File: src/rtl/clock_setter.sv
// clock_setter: debounced three-key time-setting controller feeding the display mux.
// Runs a RUN / SET_HOURS / SET_MINUTES state machine, edits hours/minutes settings and
// issues a one-cycle load_time strobe when leaving setting mode.
// Optional feature macro: CLOCK_SETTER_AUTOREPEAT_EN (auto-repeat while inc/dec is held).
module clock_setter #(
  parameter int unsigned DEBOUNCE_CYCLES = 500000,
  parameter int unsigned REPEAT_DELAY    = 25000000,
  parameter int unsigned REPEAT_PERIOD   = 10000000
) (
  input  logic       clk,
  input  logic       rst_n,
  input  logic       key_mode_n,
  input  logic       key_inc_n,
  input  logic       key_dec_n,
  input  logic [6:0] minutes,
  input  logic [5:0] hours,
  output logic [6:0] minutes_settings,
  output logic [5:0] hours_settings,
  output logic       settings_signal,
  output logic       load_time
);

  localparam int unsigned DbW = $clog2(DEBOUNCE_CYCLES + 1);

  typedef enum logic [1:0] {StRun, StSetHours, StSetMinutes} state_e;

  // Key vector bit order: 0 = mode, 1 = inc, 2 = dec
  logic [2:0]     raw;
  logic [2:0]     sync1_q, sync2_q, deb_q, press_q;
  logic [DbW-1:0] db_cnt_q [3];

  state_e     state_q, state_d;
  logic [5:0] hs_q, hs_d;
  logic [6:0] ms_q, ms_d;
  logic       ss_q, load_q, load_d;

  logic mode_ev, inc_ev, dec_ev, step_inc, step_dec;
  logic rep_inc, rep_dec;

  assign raw = {key_dec_n, key_inc_n, key_mode_n};

  // Synchronize raw keys, debounce with a stability counter, flag debounced 1->0 edges
  always_ff @(posedge clk or negedge rst_n) begin
    if (!rst_n) begin
      sync1_q <= '1;
      sync2_q <= '1;
      deb_q   <= '1;
      press_q <= '0;
      for (int k = 0; k < 3; k++) db_cnt_q[k] <= '0;
    end else begin
      sync1_q <= raw;
      sync2_q <= sync1_q;
      press_q <= '0;
      for (int k = 0; k < 3; k++) begin
        if (sync2_q[k] == deb_q[k]) begin
          db_cnt_q[k] <= '0;
        end else if (db_cnt_q[k] == DbW'(DEBOUNCE_CYCLES - 1)) begin
          deb_q[k]    <= sync2_q[k];
          db_cnt_q[k] <= '0;
          press_q[k]  <= ~sync2_q[k];
        end else begin
          db_cnt_q[k] <= db_cnt_q[k] + DbW'(1);
        end
      end
    end
  end

  assign mode_ev  = press_q[0];
  assign inc_ev   = press_q[1] | rep_inc;
  assign dec_ev   = press_q[2] | rep_dec;
  // Mode wins over edits; opposing edits in one cycle cancel
  assign step_inc = inc_ev & ~dec_ev & ~mode_ev;
  assign step_dec = dec_ev & ~inc_ev & ~mode_ev;

`ifdef CLOCK_SETTER_AUTOREPEAT_EN
  localparam int unsigned RepW = $clog2(REPEAT_DELAY + 1);

  logic [RepW-1:0] rep_cnt_q;
  logic            rep_q;
  logic            held_inc, held_dec, hold_run;

  assign held_inc = ~deb_q[1] & deb_q[2];
  assign held_dec = deb_q[1] & ~deb_q[2];
  assign hold_run = (state_q != StRun) & ~mode_ev & (held_inc | held_dec);

  // Held-key counter: first step after REPEAT_DELAY, then every REPEAT_PERIOD
  always_ff @(posedge clk or negedge rst_n) begin
    if (!rst_n) begin
      rep_cnt_q <= '0;
      rep_q     <= 1'b0;
    end else begin
      rep_q <= 1'b0;
      if (!hold_run) begin
        rep_cnt_q <= '0;
      end else if (rep_cnt_q == RepW'(REPEAT_DELAY - 1)) begin
        rep_q     <= 1'b1;
        rep_cnt_q <= RepW'(REPEAT_DELAY - REPEAT_PERIOD);
      end else begin
        rep_cnt_q <= rep_cnt_q + RepW'(1);
      end
    end
  end

  assign rep_inc = rep_q & held_inc;
  assign rep_dec = rep_q & held_dec;
`else
  assign rep_inc = 1'b0;
  assign rep_dec = 1'b0;
`endif

  // Next state, settings edits with wrap, capture on entry and load strobe on exit
  always_comb begin
    state_d = state_q;
    hs_d    = hs_q;
    ms_d    = ms_q;
    load_d  = 1'b0;
    unique case (state_q)
      StRun: begin
        if (mode_ev) begin
          state_d = StSetHours;
          hs_d    = (hours > 6'd23) ? 6'd0 : hours;
          ms_d    = (minutes > 7'd59) ? 7'd0 : minutes;
        end
      end
      StSetHours: begin
        if (mode_ev) begin
          state_d = StSetMinutes;
        end else if (step_inc) begin
          hs_d = (hs_q == 6'd23) ? 6'd0 : hs_q + 6'd1;
        end else if (step_dec) begin
          hs_d = (hs_q == 6'd0) ? 6'd23 : hs_q - 6'd1;
        end
      end
      StSetMinutes: begin
        if (mode_ev) begin
          state_d = StRun;
          load_d  = 1'b1;
        end else if (step_inc) begin
          ms_d = (ms_q == 7'd59) ? 7'd0 : ms_q + 7'd1;
        end else if (step_dec) begin
          ms_d = (ms_q == 7'd0) ? 7'd59 : ms_q - 7'd1;
        end
      end
      default: state_d = StRun;
    endcase
  end

  // State and registered outputs; settings_signal tracks the state on the same edge
  always_ff @(posedge clk or negedge rst_n) begin
    if (!rst_n) begin
      state_q <= StRun;
      hs_q    <= '0;
      ms_q    <= '0;
      ss_q    <= 1'b1;
      load_q  <= 1'b0;
    end else begin
      state_q <= state_d;
      hs_q    <= hs_d;
      ms_q    <= ms_d;
      ss_q    <= (state_d == StRun);
      load_q  <= load_d;
    end
  end

  assign hours_settings   = hs_q;
  assign minutes_settings = ms_q;
  assign settings_signal  = ss_q;
  assign load_time        = load_q;

endmodule

File: config.mk
export PLATFORM = sky130hd
export DESIGN_NAME = clock_setter
export DESIGN_NICKNAME = d
export VERILOG_FILES = /design/src/rtl/clock_setter.sv
export SDC_FILE = /design/constraint.sdc
export NUM_CORES = 1
export LEC_CHECK = 0
export CAP_MARGIN = 20
export CORE_AREA = 2 2 93 95
export DETAILED_ROUTE_END_ITERATION = 10
export DIE_AREA = 0 0 95 97
export HOLD_SLACK_MARGIN = 0.12
export PLACE_DENSITY = 0.75
export SLEW_MARGIN = 20
export SYNTH_ARGS = -nofsm -noshare
export SYNTH_HDL_FRONTEND = slang
export SYNTH_SLANG_ARGS = --single-unit
File: constraint.sdc
create_clock -name clk -period 2 [get_ports clk]
set_input_delay 0.3 -clock clk [delete_from_list [all_inputs] [get_ports clk]]
set_output_delay 0.3 -clock clk [all_outputs]
set_load 0.01 [all_outputs]
==> results.sh, run 1 <==
export IMPL_drv_slew=0
export IMPL_ant_nets=0
export IMPL_path_max_fanout=4
export IMPL_grt_overflow_total=0
export IMPL_syn_cell_area_sq_um=4731
export IMPL_hold_viol_final=0
export IMPL_powerDensity_nw_per_um2=580.2
export IMPL_port_buffers=32
export IMPL_core_area_sq_um=8134
export IMPL_syn_inst=492
export IMPL_combinationalPowerShare_pct=5.1
export IMPL_clk_pin_slew_ns=0.09
export IMPL_cp_data_required_time_ns=2.27
export IMPL_grt_setup_unrepaired="no"
export IMPL_die_area_sq_um=9215
export IMPL_criticalPathCategory="flop to flop"
export IMPL_detail_route_wirelength_um=10120
export IMPL_crit_path_top_delay_cell="dfrtp_1"
export IMPL_p_total_mw=3.206
export IMPL_num_antenna_cells=0
export IMPL_antenna_found_initial=0
export IMPL_arrival_ns=2.16
export IMPL_gp_congestion=0.9134
export IMPL_critPathMaxStageDelay_ns=0.40
export IMPL_vdd_drop_max_mv=0.4853
export IMPL_grt_max_degree=39
export IMPL_insertion_delay_ns=0.35
export IMPL_post_cts_buffers=0
export IMPL_slew_headroom_pct=63.04
export IMPL_fillers=639
export IMPL_crit_chain="ha_1 -> and4_1 -> nand4_1 -> or2_2 -> mux2_2"
export IMPL_cp_end_kind="flop"
export IMPL_finalSetupTns_ns=0
export IMPL_numClockSinks=86
export IMPL_drt_iter0_drc=276
export IMPL_status="complete, no violations"
export IMPL_skew_ns=0.01189
export IMPL_clk_path_buf_depth=2
export IMPL_drcViolationCount=0
export IMPL_stdcell_count=652
export IMPL_worst_slew_pin_slew_ns=0.5501
export IMPL_met3_usage_pct=3.972
export IMPL_internal_power_mw=2.484
export IMPL_ys_types=61
export IMPL_dp_cells=635
export IMPL_async_reset_ff_share_pct=100.0
export IMPL_power_frac_seq_pct=55.7
export IMPL_grt_pass1_wl_um=17470
export IMPL_cts_tree="yes"
export IMPL_layout_nets=569
export IMPL_syn2layout_area_growth_pct=16.82
export IMPL_wl_per_cell_um=15.53
export IMPL_vias_per_cell=6.002
export IMPL_top_usage_layer="met2"
export IMPL_grt_use_met2_pct=35.24
export IMPL_synth_warnings=0
export IMPL_yosysTopAreaCellShare_pct=40.20
export IMPL_synth_fp_nets=519
export IMPL_met1_usage_pct=34.84
export IMPL_maxCapViolations=0
export IMPL_drive_gt1_share_pct=12.98
export IMPL_die_h_um=97
export IMPL_power_frac_clock_pct=39.2
export IMPL_min_path_type="flop to flop"
export IMPL_synth_seq_area_share_pct=45.76
export IMPL_die_x_um=95
export IMPL_yosysTopAreaCell="dfrtp_1"
export IMPL_synth_common_cells="dfrtp_1, nor2_1, nand2_1"
export IMPL_clock_fmax_mhz=531.1
export IMPL_setup_violations=0
export IMPL_grt_pass1_vias=3709
export IMPL_finalCriticalPeriod_ns=1.883
export IMPL_dpl_hpwl_um=7219
export IMPL_synth_seq_cells=86
export IMPL_yosysMostFrequentCell="dfrtp_1"
export IMPL_grtUsageTotal_pct=23.53
export IMPL_yosys_top_cells_area="dfrtp_1, dfstp_2, xnor2_1"
export IMPL_worst_setup_path_start_kind="flop"
export IMPL_start_util_pct=58.16
export IMPL_first_pass_iters=4
export IMPL_io_pins=33
export IMPL_syn_area_per_cell_sq_um=9.615
export IMPL_cts_made_buffers=9
export IMPL_power_switching_mw=0.7226
export IMPL_rows=33
export IMPL_swShare_pct=22.54
export IMPL_synth_ff_type="dfrtp_1"
export IMPL_synth_edff_count=0
export IMPL_p_leak_nw=2.244
export IMPL_vias=3913
export IMPL_cts_max_level=3
export IMPL_fin_crit_sh_pct=94.15
export IMPL_root_buffer="clkbuf_8"
==> power by group through the flow <==
stage / clock, mW / sequential (mW) / combinational [mW]
floorplan: 0 / 1.81 / 0.0589
global placement: 0 / 1.82 / 0.161
detailed placement: 0 / 1.82 / 0.165
CTS: 1.28 / 1.78 / 0.167
global route: 1.38 / 1.79 / 0.186
finish: 1.26 / 1.78 / 0.164
==> per-stage QoR <==
stage | instance area [sq um] | hold slack (ns) | worst slack, ns | util (%)
after CTS | 5518 | 0.3418 | 0.1328 | 67.84
after floorplan | 4731 | 0.004409 | 0.1688 | -
after detailed placement | 5306 | 0.3000 | 0.1538 | 65.24
final | 5527 | 0.3491 | 0.1170 | 67.94
after global placement | 5306 | 0.2905 | 0.1585 | 65.24
after global routing | 5527 | 0.3521 | 0.01111 | 67.94
==> cell usage in the layout, fill, tap and decap left out, types with 6 or more instances in the layout <==
master,count
o21ai_0,17
a211oi_1,7
dfrtp_1,75
nand2_1,28
clkdlybuf4s50_1,31
and4_1,8
clkbuf_8,11
and2_1,8
ha_1,9
mux2i_1,7
a31oi_1,8
nor2_1,51
a21oi_1,23
xor2_1,19
or3_1,14
nor3_1,11
xnor2_1,23
inv_1,12
dfstp_2,10
nand4_1,14
and3_1,6
buf_4,26
nor3b_1,7
nand3_1,23
nor4_1,10
==> final cells by class <==
cell class | count | area (sq um) | area share [%]
Clock buffer | 13 | 158.9 | 2.875
Clock inverter | 3 | 42.54 | 0.7698
Inverter | 12 | 45.04 | 0.8150
Multi-Input combinational cell | 374 | 2447 | 44.28
Sequential cell | 86 | 2166 | 39.19
Tap cell | 105 | 131.4 | 2.377
Timing Repair Buffer | 59 | 535.5 | 9.690
==> cell families (layout without fill, tap and decap cells) <==
kind of cell | Yosys count | count (layout) | synth area share (%)
buffers and inverters | 32 | 87 | 2.671
AND/OR/NAND/NOR | 219 | 219 | 26.18
XOR/XNOR | 42 | 42 | 7.776
AO/OA/AOI/OAI | 94 | 94 | 13.04
multiplexers | 10 | 10 | 2.195
adder cells (fa/ha/maj) | 9 | 9 | 2.380
flip-flops | 86 | 86 | 45.75
==> sequential cells by signal, summed over array words and instances (netlist names) <==
name,flops
sync1_q,3
sync2_q,3
hours_settings,6
state_q,2
deb_q,3
minutes_settings,7
load_time,1
settings_signal,1
db_cnt_q,57
press_q,3
==> worst paths after layout <==
check | startpoint | to | slack (ns) | cells after the start
max | db_cnt_q[0] | deb_q[2] | 0.12 | 5
min | sync1_q[0] | sync2_q[0] | 0.35 | 0
max reg2reg | db_cnt_q[0] | deb_q[2] | 0.12 | 5
min reg2reg | sync1_q[0] | sync2_q[0] | 0.35 | 0
max in group asynchronous | rst_n | settings_signal | 0.92 | 3
min in group asynchronous | rst_n | db_cnt_q[48] | 0.44 | 2
==> layer usage <==
metal  share of wire, %  up-vias
li1                   -     1902
met1                 47     1891
met2                 47      107
met3                4.6       13
met4                1.2        0
met5                  0        -
==> timing repair <==
| item | in CTS | in global routing |
|---|---|---|
| setup endpoints to repair | 0 | 6 |
| hold buffers | 1 | 0 |
| resized for setup | 0 | 3 |
| hold endpoints to repair | 32 | 0 |
==> critical path, delay by kind of cell (launching register included) <==
| family | cells | cell delay, ns |
|---|---|---|
| simple gates | 3 | 0.89 |
| mux | 1 | 0.28 |
| fa+ha+maj | 1 | 0.24 |
| flops | 1 | 0.40 |
(Power assumes the default switching activity.)
==> run 2: changes to the inputs <==
--- a/config.mk
+++ b/config.mk
@@ -6,11 +6,12 @@
 export NUM_CORES = 1
 export LEC_CHECK = 0
 export CAP_MARGIN = 20
-export CORE_AREA = 2 2 93 95
+export CORE_AREA = 2 2 110 112
+export CTS_CLUSTER_SIZE = 24
 export DETAILED_ROUTE_END_ITERATION = 10
-export DIE_AREA = 0 0 95 97
+export DIE_AREA = 0 0 112 114
 export HOLD_SLACK_MARGIN = 0.12
-export PLACE_DENSITY = 0.75
+export PLACE_DENSITY = 0.56
 export SLEW_MARGIN = 20
 export SYNTH_ARGS = -nofsm -noshare
 export SYNTH_HDL_FRONTEND = slang
==> run 2 against run 1 <==
Count of clock-buffer cells in the layout decreased by 1. Final area increased by 3.9%. Sequential share of layout area decreased by 1.5 points. Core utilization decreased by 19 points. Maximum frequency decreased by 3.1%. Cell count increased by 6.9%. Via count decreased by 1.4%. Critical endpoint is now minutes_settings[6]. Largest cell class unchanged.
==> results.sh, run 2 (synthesis results as in run 1) <==
export IMPL_reg2reg_from="press_q[0]"
export IMPL_layout_area_seq_sq_um=2167
export IMPL_r2r_slack_ns=0.06
export IMPL_setup_violations=0
export IMPL_wl_per_cell_um=14.91
export IMPL_cp_end_kind="flop"
export IMPL_first_pass_iters=4
export IMPL_drt_iter0_drc=148
export IMPL_num_antenna_cells=0
export IMPL_cts_tree="yes"
export IMPL_io_pins=33
export IMPL_fillers=1139
export IMPL_root_buffer="clkbuf_16"
export IMPL_drcViolationCount=0
export IMPL_vias_per_cell=5.537
export IMPL_grt_max_degree=33
export IMPL_grt_overflow_total=0
export IMPL_path_max_fanout=6
export IMPL_die_h_um=114
export IMPL_worst_slew_pin_slew_ns=0.6135
export IMPL_layout_commonest_cell="dfrtp_1"
export IMPL_cts_max_level=3
export IMPL_arrival_ns=2.17
export IMPL_largest_reg_flops=57
export IMPL_insertion_delay_ns=0.34
export IMPL_vias=3859
export IMPL_cts_made_buffers=9
export IMPL_finalCriticalPeriod_ns=1.943
export IMPL_die_x_um=112
export IMPL_syn2layout_area_growth_pct=21.42
export IMPL_r2r_end="minutes_settings[6]"
export IMPL_die_area_sq_um=12770
export IMPL_numClockSinks=86
export IMPL_final_area_sq_um=5744
export IMPL_min_path_type="flop to flop"
export IMPL_criticalPathCategory="flop to flop"
export IMPL_drive_gt1_share_pct=14.36
export IMPL_skew_ns=0.008054
export IMPL_grt_pass1_vias=3740
export IMPL_regMostFlops="db_cnt_q"
export IMPL_crit_start="press_q[0]"
export IMPL_layout_common_cells="dfrtp_1, nor2_1, clkdlybuf4s50_1"
export IMPL_cp_data_required_time_ns=2.22
export IMPL_finalSetupTns_ns=0
export IMPL_port_buffers=32
export IMPL_grtUsageTotal_pct=17.06
export IMPL_dpl_hpwl_um=7356
export IMPL_worst_setup_path_start_kind="flop"
export IMPL_maxCapViolations=0
export IMPL_clk_pin_slew_ns=0.06
export IMPL_fin_crit_sh_pct=97.17
export IMPL_final_core_utilization_pct=49.05
export IMPL_multi_input_area_sq_um=2467
export IMPL_layout_nets=572
export IMPL_ant_nets=0
export IMPL_hold_slack_ns=0.3567
export IMPL_hold_viol_final=0
export IMPL_drv_slew=0
export IMPL_p_leak_nw=2.311
export IMPL_rows=40
export IMPL_vdd_drop_max_mv=0.6281
export IMPL_status="complete, no violations"
export IMPL_antenna_found_initial=0
export IMPL_start_util_pct=40.40
export IMPL_clock_fmax_mhz=514.6
export IMPL_placed_area_sq_um=5394
export IMPL_detail_route_wirelength_um=10390
export IMPL_gp_congestion=0.8295
export IMPL_p_total_mw=3.676
export IMPL_grt_pass1_wl_um=17970
export IMPL_powerDensity_nw_per_um2=639.9
export IMPL_slew_headroom_pct=58.85
export IMPL_clk_path_buf_depth=2
export IMPL_endpoint="minutes_settings[6]"
export IMPL_reg2regPathDepth=4
export IMPL_core_area_sq_um=11710
-- run 2: metrics by stage --
step | setup WS (ns) | cells
5_1_grt | -0.01472 | 697
3_3_place_gp | 0.1169 | 680
6_report | 0.05666 | 697
4_1_cts | 0.02981 | 697
3_5_place_dp | 0.04638 | 680
2_1_floorplan | 0.1688 | 492
-- run 2: final cells by class --
class | count | area share (%)
multi-input combinational | 374 | 42.95
sequential | 86 | 37.73
timing repair buffer | 62 | 9.932
clock buffer | 12 | 4.465
tap | 147 | 3.202
clock inverter | 4 | 0.9366
inverter | 12 | 0.7841
-- run 2: layer usage --
metal,GRT usage (%),wire (um),vias up
met5,0,0,-
met1,23.84,5126,1863
met4,5.285,123,0
met2,26.87,4810,66
met3,3.613,332,10
li1,-,-,1920
-- run 2: what timing repair did --
item                                   CTS  global route
hold buffers                             1             0
setup buffers                            0             0
setup endpoints to repair                0             8
endpoints found under the hold margin   28             0
gates resized for setup                  0             7
-- run 2: worst max-delay path, cell delays in order, from the launching register on --
cell and delay (ns):
dfrtp_1 0.44, or3b_4 0.42, or4b_4 0.52, a31o_1 0.22, a22o_1 0.22
-- run 2: report_power, final --
group	total, mW	switching [mW]	internal (mW)
clock	1.72	0.683	1.04
sequential	1.79	0.0196	1.77
combinational	0.165	0.0932	0.0717
-- run 2: how the worst min path moves through the flow --
stage / startpoint / to / slack (ns) / cells after the start
finish: sync1_q[2] / sync2_q[2] / 0.36 / 0
global route: key_mode_n / sync1_q[0] / 0.36 / 1
CTS: key_dec_n / sync1_q[2] / 0.35 / 1
detailed placement: rst_n / db_cnt_q[53] / 0.28 / 1
global placement: rst_n / db_cnt_q[53] / 0.28 / 1
floorplan: rst_n / db_cnt_q[0] / 0.004 / 0
